`config.mk`:
```
export PLATFORM = sky130hd
export DESIGN_NAME = reg_desp_n
export DESIGN_NICKNAME = d
export VERILOG_FILES = /design/src/rtl/reg_desp_pkg.sv /design/src/rtl/reg_desp_n.sv
export SDC_FILE = /design/constraint.sdc
export NUM_CORES = 1
export LEC_CHECK = 0
export ABC_AREA = 1
export CORE_AREA = 4 4 41 43
export CTS_CLUSTER_SIZE = 20
export DETAILED_ROUTE_END_ITERATION = 16
export DIE_AREA = 0 0 45 47
export GPL_TIMING_DRIVEN = 0
export HOLD_SLACK_MARGIN = 0.02
export PLACE_DENSITY_LB_ADDON = 0.2
export SKIP_LAST_GASP = 1
export SLEW_MARGIN = 0
export SYNTH_ARGS = -nofsm -noshare
export SYNTH_HDL_FRONTEND = slang
export SYNTH_SLANG_ARGS = --single-unit
```
`constraint.sdc`:
```
create_clock -name clk -period 2.83 [get_ports clk]
set_clock_uncertainty 0.15 [all_clocks]
set_input_delay 0.4245 -clock clk [delete_from_list [all_inputs] [get_ports clk]]
set_output_delay 0.4245 -clock clk [all_outputs]
set_load 0.02 [all_outputs]
```
`src/rtl/reg_desp_pkg.sv`:
```
// Shared constants for the reg_desp family of universal shift registers.
// Imported by the RTL and by anything that drives the mode/dir inputs.
package reg_desp_pkg;

  localparam logic [1:0] MODE_SHIFT = 2'b00;
  localparam logic [1:0] MODE_ROT   = 2'b01;
  localparam logic [1:0] MODE_LOAD  = 2'b10;
  localparam logic [1:0] MODE_ASH   = 2'b11;

  localparam logic DIR_LEFT  = 1'b1;
  localparam logic DIR_RIGHT = 1'b0;

endpackage

```
`src/rtl/reg_desp_n.sv`:
```
// Parametrised universal shift register: logical shift, rotate, load and arithmetic shift,
// with a registered serial output and a saturating shift counter for serdes control.
module reg_desp_n
  import reg_desp_pkg::*;
#(
  parameter int unsigned         WIDTH   = 4,
  parameter logic [WIDTH-1:0]    RST_VAL = {WIDTH{1'b0}},
  localparam int unsigned        CW      = $clog2(WIDTH + 1)
) (
  input  logic             clk,
  input  logic             reset,
  input  logic             enb,
  input  logic             dir,
  input  logic             s_in,
  input  logic [1:0]       mode,
  input  logic [WIDTH-1:0] d,
  output logic [WIDTH-1:0] q,
  output logic             s_out,
  output logic [CW-1:0]    cnt,
  output logic             done
);

  logic [WIDTH-1:0] q_q, q_d;
  logic             s_out_q, s_out_d;
  logic [CW-1:0]    cnt_q, cnt_d;
  logic             sat;

  // done derives only from registered state, so no input reaches an output combinationally.
  assign sat = (cnt_q == CW'(WIDTH));

  always_comb begin
    q_d     = q_q;
    s_out_d = s_out_q;
    cnt_d   = cnt_q;
    if (enb) begin
      unique case (mode)
        MODE_SHIFT: begin
          if (dir == DIR_LEFT) begin
            q_d     = {q_q[WIDTH-2:0], s_in};
            s_out_d = q_q[WIDTH-1];
          end else begin
            q_d     = {s_in, q_q[WIDTH-1:1]};
            s_out_d = q_q[0];
          end
        end
        MODE_ROT: begin
          if (dir == DIR_LEFT) begin
            q_d     = {q_q[WIDTH-2:0], q_q[WIDTH-1]};
            s_out_d = q_q[WIDTH-1];
          end else begin
            q_d     = {q_q[0], q_q[WIDTH-1:1]};
            s_out_d = q_q[0];
          end
        end
        MODE_LOAD: begin
          q_d = d;
        end
        MODE_ASH: begin
          if (dir == DIR_LEFT) begin
            q_d     = {q_q[WIDTH-2:0], 1'b0};
            s_out_d = q_q[WIDTH-1];
          end else begin
            q_d     = {q_q[WIDTH-1], q_q[WIDTH-1:1]};
            s_out_d = q_q[0];
          end
        end
        default: ;
      endcase

      if (mode == MODE_LOAD) begin
        cnt_d = '0;
      end else if (!sat) begin
        cnt_d = cnt_q + CW'(1);
      end
    end
  end

  always_ff @(posedge clk) begin
    if (reset) begin
      q_q     <= RST_VAL;
      s_out_q <= 1'b0;
      cnt_q   <= '0;
    end else begin
      q_q     <= q_d;
      s_out_q <= s_out_d;
      cnt_q   <= cnt_d;
    end
  end

  assign q     = q_q;
  assign s_out = s_out_q;
  assign cnt   = cnt_q;
  assign done  = sat;

endmodule

```
== Word-level counts from Yosys, hierarchy flattened ==
Cells that the tools add are included.

* Output and inout port bits: 9
* Bits of input ports: 11
* Flip-flop bits (word level): 8
* Word-level logic and storage cells: 23

* Mux-type cells: 7
* Equality and inequality tests: 6
* Reduce and logical (&&, ||, !) cells: 5
* Add/sub/neg operators: 1

{| class="wikitable"
|+ Operator list
! operator !! number
|-
| $pmux W4 S4 || 1
|-
| $mux W4 || 3
|-
| $mux W3 || 2
|-
| $reduce_and A2 Y1 || 3
|-
| $eq A2 B2 Y1 const B || 2
|-
| $add A3 B1 Y3 const B || 1
|-
| $eq A3 B3 Y1 const B || 1
|-
| $reduce_or A3 Y1 || 1
|-
| $eq A2 B1 Y1 const B || 1
|-
| $logic_not A2 Y1 || 1
|-
| $ne A2 B1 Y1 const B || 1
|-
| $ne A2 B2 Y1 const B || 1
|-
| $mux W1 || 1
|}

== Logic depth before layout (Yosys ltp) ==
Gate-level depths: netlist of run 1.

* Depth in word-level cells: 3
* Depth in mapped cells: 8
* Depth with buffers taken out: 8

== Least setup slack after synthesis of run 1 ==
Ideal clock, no wire load.

* Path type: reg2reg
* Start point: register cnt_q[0] (netlist: cnt[0])
* End point: register cnt_q[0] (netlist: cnt[0])
* Clock period less this slack: 1569 ps
* Required time: 2555 ps
* Path buffers: 0
* Slack: 1261 ps
* Setup time: 125 ps
* Arrival time: 1293 ps
* Stages on the path, launching flop included: 9
* Cell sequence: dfxtp_1 > inv_1 > ha_1 > nand2_1 > inv_1 > a21oi_2 > inv_1 > o21ai_1 > nor2_1

* Cells in the longest elaborated chain, start to end: 3
* Elaborated cells on any way between the ends: 6
* Those cells by class: add/sub: 1; eq/ne: 2; mux: 2; reduce/logical: 1

{| class="wikitable"
|+ Ends and longest elaborated chain
! item !! line !! text
|-
| start: declaration || reg_desp_n.sv:25 || <nowiki>logic [CW-1:0] cnt_q, cnt_d;</nowiki>
|-
| start signal: assignment || reg_desp_n.sv:86 || <nowiki>cnt_q <= cnt_d;</nowiki>
|-
| $eq A3 B3 Y1 || reg_desp_n.sv:29 || <nowiki>assign sat = (cnt_q == CW'(WIDTH));</nowiki>
|-
| named net done || reg_desp_n.sv:20 || <nowiki>output logic done</nowiki>
|-
| $ne A2 B1 Y1 (no source line) || n/a ||
|-
| $reduce_and A2 Y1 (no source line) || n/a ||
|}

The timed path passes the listed nets, and every way through them passes these cells. The select of a mux whose other input is x is not followed.
A chain may end at the register's enable or synchronous reset.

== Worst setup path after layout of run 1 ==
* Start point: register cnt_q[0] (netlist: cnt[0])
* End point: output port done

* Cells in the longest elaborated chain, start to end: 1

{| class="wikitable"
|+ Ends and longest elaborated chain
! item !! line
|-
| $eq A3 B3 Y1 || reg_desp_n.sv:29
|-
| end: declaration || reg_desp_n.sv:20
|}

No other way between the ends.

==> results of run 1 <==
-- through the flow --
stage                     utilization  hold slack [ps]  setup WS (ps)
after floorplan                     -              412           1260
after global placement          0.552              341            934
after detailed placement        0.552              348            930
after CTS                       0.569              356            646
after global routing            0.569              381            580
final                           0.569              352            656
-- worst min-delay path by stage --
stage              to  startpoint  cells past startpoint
2_1_floorplan  cnt[1]      cnt[1]                      2
3_3_place_gp   cnt[1]      cnt[1]                      2
3_5_place_dp     q[3]        q[3]                      2
4_1_cts          q[3]        q[3]                      2
5_1_grt        cnt[1]      cnt[1]                      2
6_report       cnt[1]      cnt[1]                      2
-- layer usage --
metal	track usage	part of all wire	vias to the layer above
met5	0	0	-
met4	0.0526	0.0086	0
met3	0.0575	0.089	2
met2	0.195	0.42	24
met1	0.185	0.48	255
li1	-	-	314
-- worst max-delay path, stage by stage, from the launching register on --
cell	delay [ps]
sky130_fd_sc_hd__dfxtp_1	320
sky130_fd_sc_hd__inv_1	90
sky130_fd_sc_hd__ha_1	150
sky130_fd_sc_hd__nand2_1	60
sky130_fd_sc_hd__inv_1	110
sky130_fd_sc_hd__clkdlybuf4s50_1	610
-- cell type report --
| cell class | instances | area [um2] | area share |
|---|---|---|---|
| buffer | 1 | 3.75 | 0.00507 |
| clock buffer | 3 | 22.5 | 0.0304 |
| inverter | 12 | 45.0 | 0.0608 |
| multi-input combinational | 62 | 310 | 0.419 |
| sequential | 8 | 160 | 0.216 |
| tap | 15 | 18.8 | 0.0253 |
| timing repair buffer | 18 | 180 | 0.243 |
-- kinds of logic after synthesis --
logic type | count (synthesis) | share of synthesized area
buffers and inverters | 13 | 0.0940
AO/OA/AOI/OAI | 17 | 0.188
flip-flops | 8 | 0.308
AND/OR/NAND/NOR | 42 | 0.345
adder cells (fa/ha/maj) | 2 | 0.0482
XOR/XNOR | 1 | 0.0169
-- where the power goes --
| group | switching, mW | internal, mW |
|---|---|---|
| Clock | 0.0394 | 0.0486 |
| Combinational | 0.0401 | 0.0356 |
| Sequential | 0.00607 | 0.119 |
-- layout by cell type, fill, tap and decap left out --
cell type	synthesis	final
sky130_fd_sc_hd__o21bai_1	1	1
sky130_fd_sc_hd__dfxtp_1	8	8
sky130_fd_sc_hd__ha_1	2	2
sky130_fd_sc_hd__clkdlybuf4s50_1	0	18
sky130_fd_sc_hd__o21ai_1	3	3
sky130_fd_sc_hd__inv_2	2	2
sky130_fd_sc_hd__nand2_1	24	24
sky130_fd_sc_hd__clkbuf_4	0	3
sky130_fd_sc_hd__nand2_2	1	1
sky130_fd_sc_hd__nor2_1	6	6
sky130_fd_sc_hd__nor2_2	2	2
sky130_fd_sc_hd__o21ai_0	5	5
sky130_fd_sc_hd__a31oi_1	2	2
sky130_fd_sc_hd__inv_1	10	10
sky130_fd_sc_hd__nand4_1	2	2
sky130_fd_sc_hd__nand3_1	6	6
sky130_fd_sc_hd__buf_1	1	1
sky130_fd_sc_hd__nor3_1	1	1
sky130_fd_sc_hd__a21oi_2	2	2
sky130_fd_sc_hd__a21oi_1	4	4
sky130_fd_sc_hd__xor2_1	1	1
-- sequential cells by signal, summed over array words and instances (netlist names) --
register / count
q: 4
s_out: 1
cnt: 3
==> results.rst, run 1 <==
.. list-table::
   :header-rows: 1

   * - Metric
     - Value
   * - Slew at the pin closest to its max-slew limit
     - 400 ps
   * - Gates resized, CTS repair
     - 0
   * - Yosys top cell by area
     - sky130_fd_sc_hd__dfxtp_1
   * - Site row count
     - 13
   * - Total global routing overflow
     - 0
   * - R2r setup slk
     - 1400 ps
   * - Synthesized flop and latch total
     - 8
   * - Vias per cell
     - 5.00
   * - Synth Area per Inst
     - 6.26 um2
   * - Reported leakage power
     - 0.324 nW
   * - Non-filler instance count after layout
     - 119
   * - Global-route wire length before repair
     - 2.09 mm
   * - Total of hold buffers inserted after clock tree synthesis
     - 0
   * - Number of routed nets with antenna violations
     - 0
   * - Critical path type
     - register to output pin
   * - Capture point of the critical path
     - done
   * - Final design area excluding fillers
     - 741 um2
   * - Most common cell in the synthesized netlist
     - sky130_fd_sc_hd__nand2_1
   * - Ratio of total power to cell area
     - 390 mW/mm2
   * - Type of the worst min-delay path
     - register to register
   * - Total core area
     - 0.00130 mm2
   * - Post-layout nets
     - 119
   * - Setup repair after global routing missed its margin
     - false
   * - Area share of the leading cell type in the synthesized netlist
     - 0.308
   * - Max frequency
     - 460 MHz
   * - Placer congestion estimate
     - 0.836
   * - Wire length per cell
     - 10.7 um
   * - Most numerous cell types in the synthesized netlist
     - sky130_fd_sc_hd__nand2_1, sky130_fd_sc_hd__inv_1, sky130_fd_sc_hd__dfxtp_1
   * - CTS Root Buffer Type
     - sky130_fd_sc_hd__clkbuf_4
   * - Length of the first detailed-routing pass in iterations
     - 4
   * - Die area
     - 0.00212 mm2
   * - Final slew viol count
     - 0
   * - Post-detailed-placement cell area
     - 718 um2
   * - DRC violations left
     - 0
   * - Async S/R FF share, synth
     - 0
   * - Total Wirelength
     - 1.28 mm
   * - Number of global-route vias before repair
     - 509
   * - Vertical extent of the die
     - 47 um
   * - Worst VDD drop
     - 0.212 mV
   * - Global Route Usage Sum
     - 0.138
   * - Total number of yosys warnings
     - 0
   * - Outcome
     - complete, no violations
   * - Most frequently used flop master after synthesis
     - sky130_fd_sc_hd__dfxtp_1
   * - Sinks on Clock Net
     - 8
   * - Startpoint of the worst register-to-register path
     - cnt[0]
   * - Number of maximum-capacitance violations
     - 0
   * - Timing startpoint of the critical path
     - cnt[0]
   * - Via count of the routed design
     - 595
   * - Pin count of the biggest net entering global routing
     - 9
   * - Layout overhead on the synthesized area
     - 42.7%
   * - Synthesized Nets
     - 96
   * - Ratio of final minimum period to clock period
     - 0.768
   * - Final setup viols
     - 0
   * - Endpoints failing hold
     - 0
   * - Critical-path maximum fanout
     - 3
   * - Launching element type of the critical path
     - register
   * - Worst relative slew slack
     - 0.733
   * - Accumulated negative setup slack
     - 0 ps
   * - Total power
     - 0.289 mW
   * - Unique masters post-synth
     - 19
   * - Post-CTS setup buffer count
     - 0
   * - Number of diodes
     - 0
   * - Number of buffers inserted during clock tree synthesis
     - 3
   * - Initial antenna violation count
     - 0
   * - Cells on worst reg2reg path
     - 8
   * - CTS H-tree depth
     - 1
   * - Sequential share of the synthesized area
     - 0.308
   * - Fill count
     - 137
   * - Crit path time final
     - 2170 ps
   * - Crit end category
     - output pin
   * - Clock-pin transition on the worst setup and hold timing paths
     - 50 ps
   * - Netlist area before placement
     - 519 um2
   * - Cells after Synth
     - 83
   * - Clock latency on the worst-skew pair
     - 250 ps
   * - Post-synth EDFFs
     - 0
   * - Clock tree from TritonCTS
     - done
   * - Die W
     - 45 um
   * - Area contributors post-synth
     - sky130_fd_sc_hd__dfxtp_1, sky130_fd_sc_hd__nand2_1, sky130_fd_sc_hd__inv_1
   * - Maximum root-to-sink buffer count
     - 2
   * - WP data required
     - 2260 ps
   * - Estimated wirelength of the detail-placed design
     - 996 um
   * - R2R Path End
     - cnt[0]
   * - Total of buffers placed on input and output ports
     - 18
   * - Post-placement cell count
     - 116
   * - Initial standard-cell utilization of the core
     - 0.399
   * - Data arrival, critical path
     - 1600 ps
   * - Boundary Pins
     - 20
   * - Drt initial violations
     - 15
   * - Fraction of final layout cells sized beyond drive strength 1
     - 0.0962
(Power assumes the default switching activity.)
==> run 2, diff against run 1 <==
==> constraint.sdc (replaced) <==
create_clock -name clk -period 2.11 [get_ports clk]
set_clock_uncertainty 0.15 [all_clocks]
set_input_delay 0.3165 -clock clk [delete_from_list [all_inputs] [get_ports clk]]
set_output_delay 0.3165 -clock clk [all_outputs]
set_load 0.02 [all_outputs]
==> run 2 against run 1 <==
Worst setup slack worse by 310 ps; via count shrank 0.34%; combinational power up 33%; largest power group unchanged.
==> results.rst, run 2 (synthesized netlist as in run 1, its figures left out) <==
.. list-table::
   :header-rows: 1

   * - Metric
     - Value
   * - Data arrival, critical path
     - 1300 ps
   * - Post-CTS setup buffer count
     - 0
   * - Layout overhead on the synthesized area
     - 43.1%
   * - Number of maximum-capacitance violations
     - 0
   * - Commonest non-fill, non-tap cells in the layout
     - sky130_fd_sc_hd__nand2_1, sky130_fd_sc_hd__clkdlybuf4s50_1, sky130_fd_sc_hd__inv_1
   * - Initial standard-cell utilization of the core
     - 0.399
   * - Total power
     - 0.388 mW
   * - Total core area
     - 0.00130 mm2
   * - Pin count of the biggest net entering global routing
     - 9
   * - Die area
     - 0.00212 mm2
   * - Final slew viol count
     - 0
   * - Hold-critical path endpoint
     - cnt[0]
   * - Total Wirelength
     - 1.28 mm
   * - Worst VDD drop
     - 0.285 mV
   * - Boundary Pins
     - 20
   * - Cells on worst reg2reg path
     - 8
   * - Ratio of final minimum period to clock period
     - 0.836
   * - R2R Path End
     - cnt[0]
   * - Final design area excluding fillers
     - 743 um2
   * - Length of the first detailed-routing pass in iterations
     - 4
   * - Vias per cell
     - 4.98
   * - Wire length per cell
     - 10.8 um
   * - Total of buffers placed on input and output ports
     - 18
   * - Chain of cells forming the critical path
     - clkdlybuf4s50_1
   * - Startpoint of the worst register-to-register path
     - cnt[0]
   * - Worst-path cell with the longest stage delay
     - sky130_fd_sc_hd__clkdlybuf4s50_1
   * - Crit path time final
     - 1760 ps
   * - Worst hold margin
     - 274 ps
   * - Worst relative slew slack
     - 0.736
   * - Fraction of final layout cells sized beyond drive strength 1
     - 0.0962
   * - Number of buffers inserted during clock tree synthesis
     - 3
   * - Post-layout nets
     - 119
   * - Via count of the routed design
     - 593
   * - Vertical extent of the die
     - 47 um
   * - Setup repair after global routing missed its margin
     - false
   * - Final setup viols
     - 0
   * - Slew at the pin closest to its max-slew limit
     - 395 ps
   * - Clock latency on the worst-skew pair
     - 250 ps
   * - Number of global-route vias before repair
     - 509
   * - WP data required
     - 1640 ps
   * - Sinks on Clock Net
     - 8
   * - Site row count
     - 13
   * - Total global routing overflow
     - 0
   * - DRC violations left
     - 0
   * - Launching element type of the critical path
     - register
   * - CP Buf/Inv Count
     - 1
   * - Startpoint of the worst hold path
     - reset
   * - Drt initial violations
     - 15
   * - Critical-path maximum fanout
     - 5
   * - Commonest non-fill, non-tap cell in the layout
     - sky130_fd_sc_hd__nand2_1
   * - Reported leakage power
     - 0.343 nW
   * - Largest register FFs
     - 4
   * - Die W
     - 45 um
   * - Endpoints failing hold
     - 0
   * - Number of routed nets with antenna violations
     - 0
   * - Global-route wire length before repair
     - 2.09 mm
   * - Type of the worst min-delay path
     - input port to register
   * - R2r setup slk
     - 700 ps
   * - Accumulated negative setup slack
     - 0 ps
   * - Estimated wirelength of the detail-placed design
     - 996 um
   * - Family with the most delay on the worst path
     - buffers and inverters
   * - Crit end category
     - output pin
   * - CTS Root Buffer Type
     - sky130_fd_sc_hd__clkbuf_4
   * - Ratio of total power to cell area
     - 523 mW/mm2
   * - Critical path type
     - register to output pin
   * - CTS H-tree depth
     - 1
   * - Post-detailed-placement cell area
     - 718 um2
   * - Clock-pin transition on the worst setup and hold timing paths
     - 50 ps
   * - Maximum root-to-sink buffer count
     - 2
   * - Max frequency
     - 567 MHz
   * - Outcome
     - complete, no violations
   * - Clock tree from TritonCTS
     - done
   * - Placer congestion estimate
     - 0.836
   * - Initial antenna violation count
     - 0
   * - Number of diodes
     - 0
   * - Crit-path max cell delay
     - 630 ps
   * - Global Route Usage Sum
     - 0.138
   * - Cell depth of the worst hold path
     - 2
run 2: cell types whose count changed in the layout (fill, tap and decap cells not counted):
cell	change
sky130_fd_sc_hd__clkdlybuf4s50_1	-1
sky130_fd_sc_hd__dlymetal6s2s_1	+1
run 2: layer usage:
layer  wire length [um]  GRT usage  share of wire
met5                  0          0              0
met4                 11     0.0526         0.0086
met3                115     0.0575          0.090
met2                558      0.195           0.44
met1                595      0.185           0.46
run 2: cell type report:
class                   instances  area (um2)
plain buffers                   1        3.75
clock buffers                   3        22.5
fillers                       138         558
inverters                      12        45.0
multi-input cells              62         310
flip-flops and latches          8         160
well taps                      15        18.8
repair buffers                 18         183
run 2: per-stage QoR:
step	setup WS, ps	utilization	std cells
after global placement	322	0.552	116
final	346	0.571	119
after CTS	34.1	0.569	119
after floorplan	541	-	83
after global routing	291	0.571	119
after detailed placement	318	0.552	116
run 2: power by group:
| group | internal, mW | leakage [nW] | switching (mW) | total (mW) |
|---|---|---|---|---|
| clock network | 0.0652 | 0.0138 | 0.0537 | 0.119 |
| logic | 0.0477 | 0.264 | 0.0535 | 0.101 |
| registers | 0.160 | 0.0656 | 0.00817 | 0.168 |
| total | 0.273 | 0.343 | 0.115 | 0.388 |
run 2: worst max path at each step:
stage          slack [ps]  depth (start not counted)   start  endpoint
3_5_place_dp          320                          5  cnt[0]      done
4_1_cts                30                          5  cnt[0]      done
6_report              350                          1    q[2]      q[2]
3_3_place_gp          320                          5  cnt[0]      done
5_1_grt               290                          1    q[2]      q[2]
2_1_floorplan         540                          8  cnt[0]    cnt[0]
run 2: repair_timing:
action,4_1_cts,5_1_grt
setup endpoints to repair,0,1
gates resized for setup,0,1
hold buffers,0,0
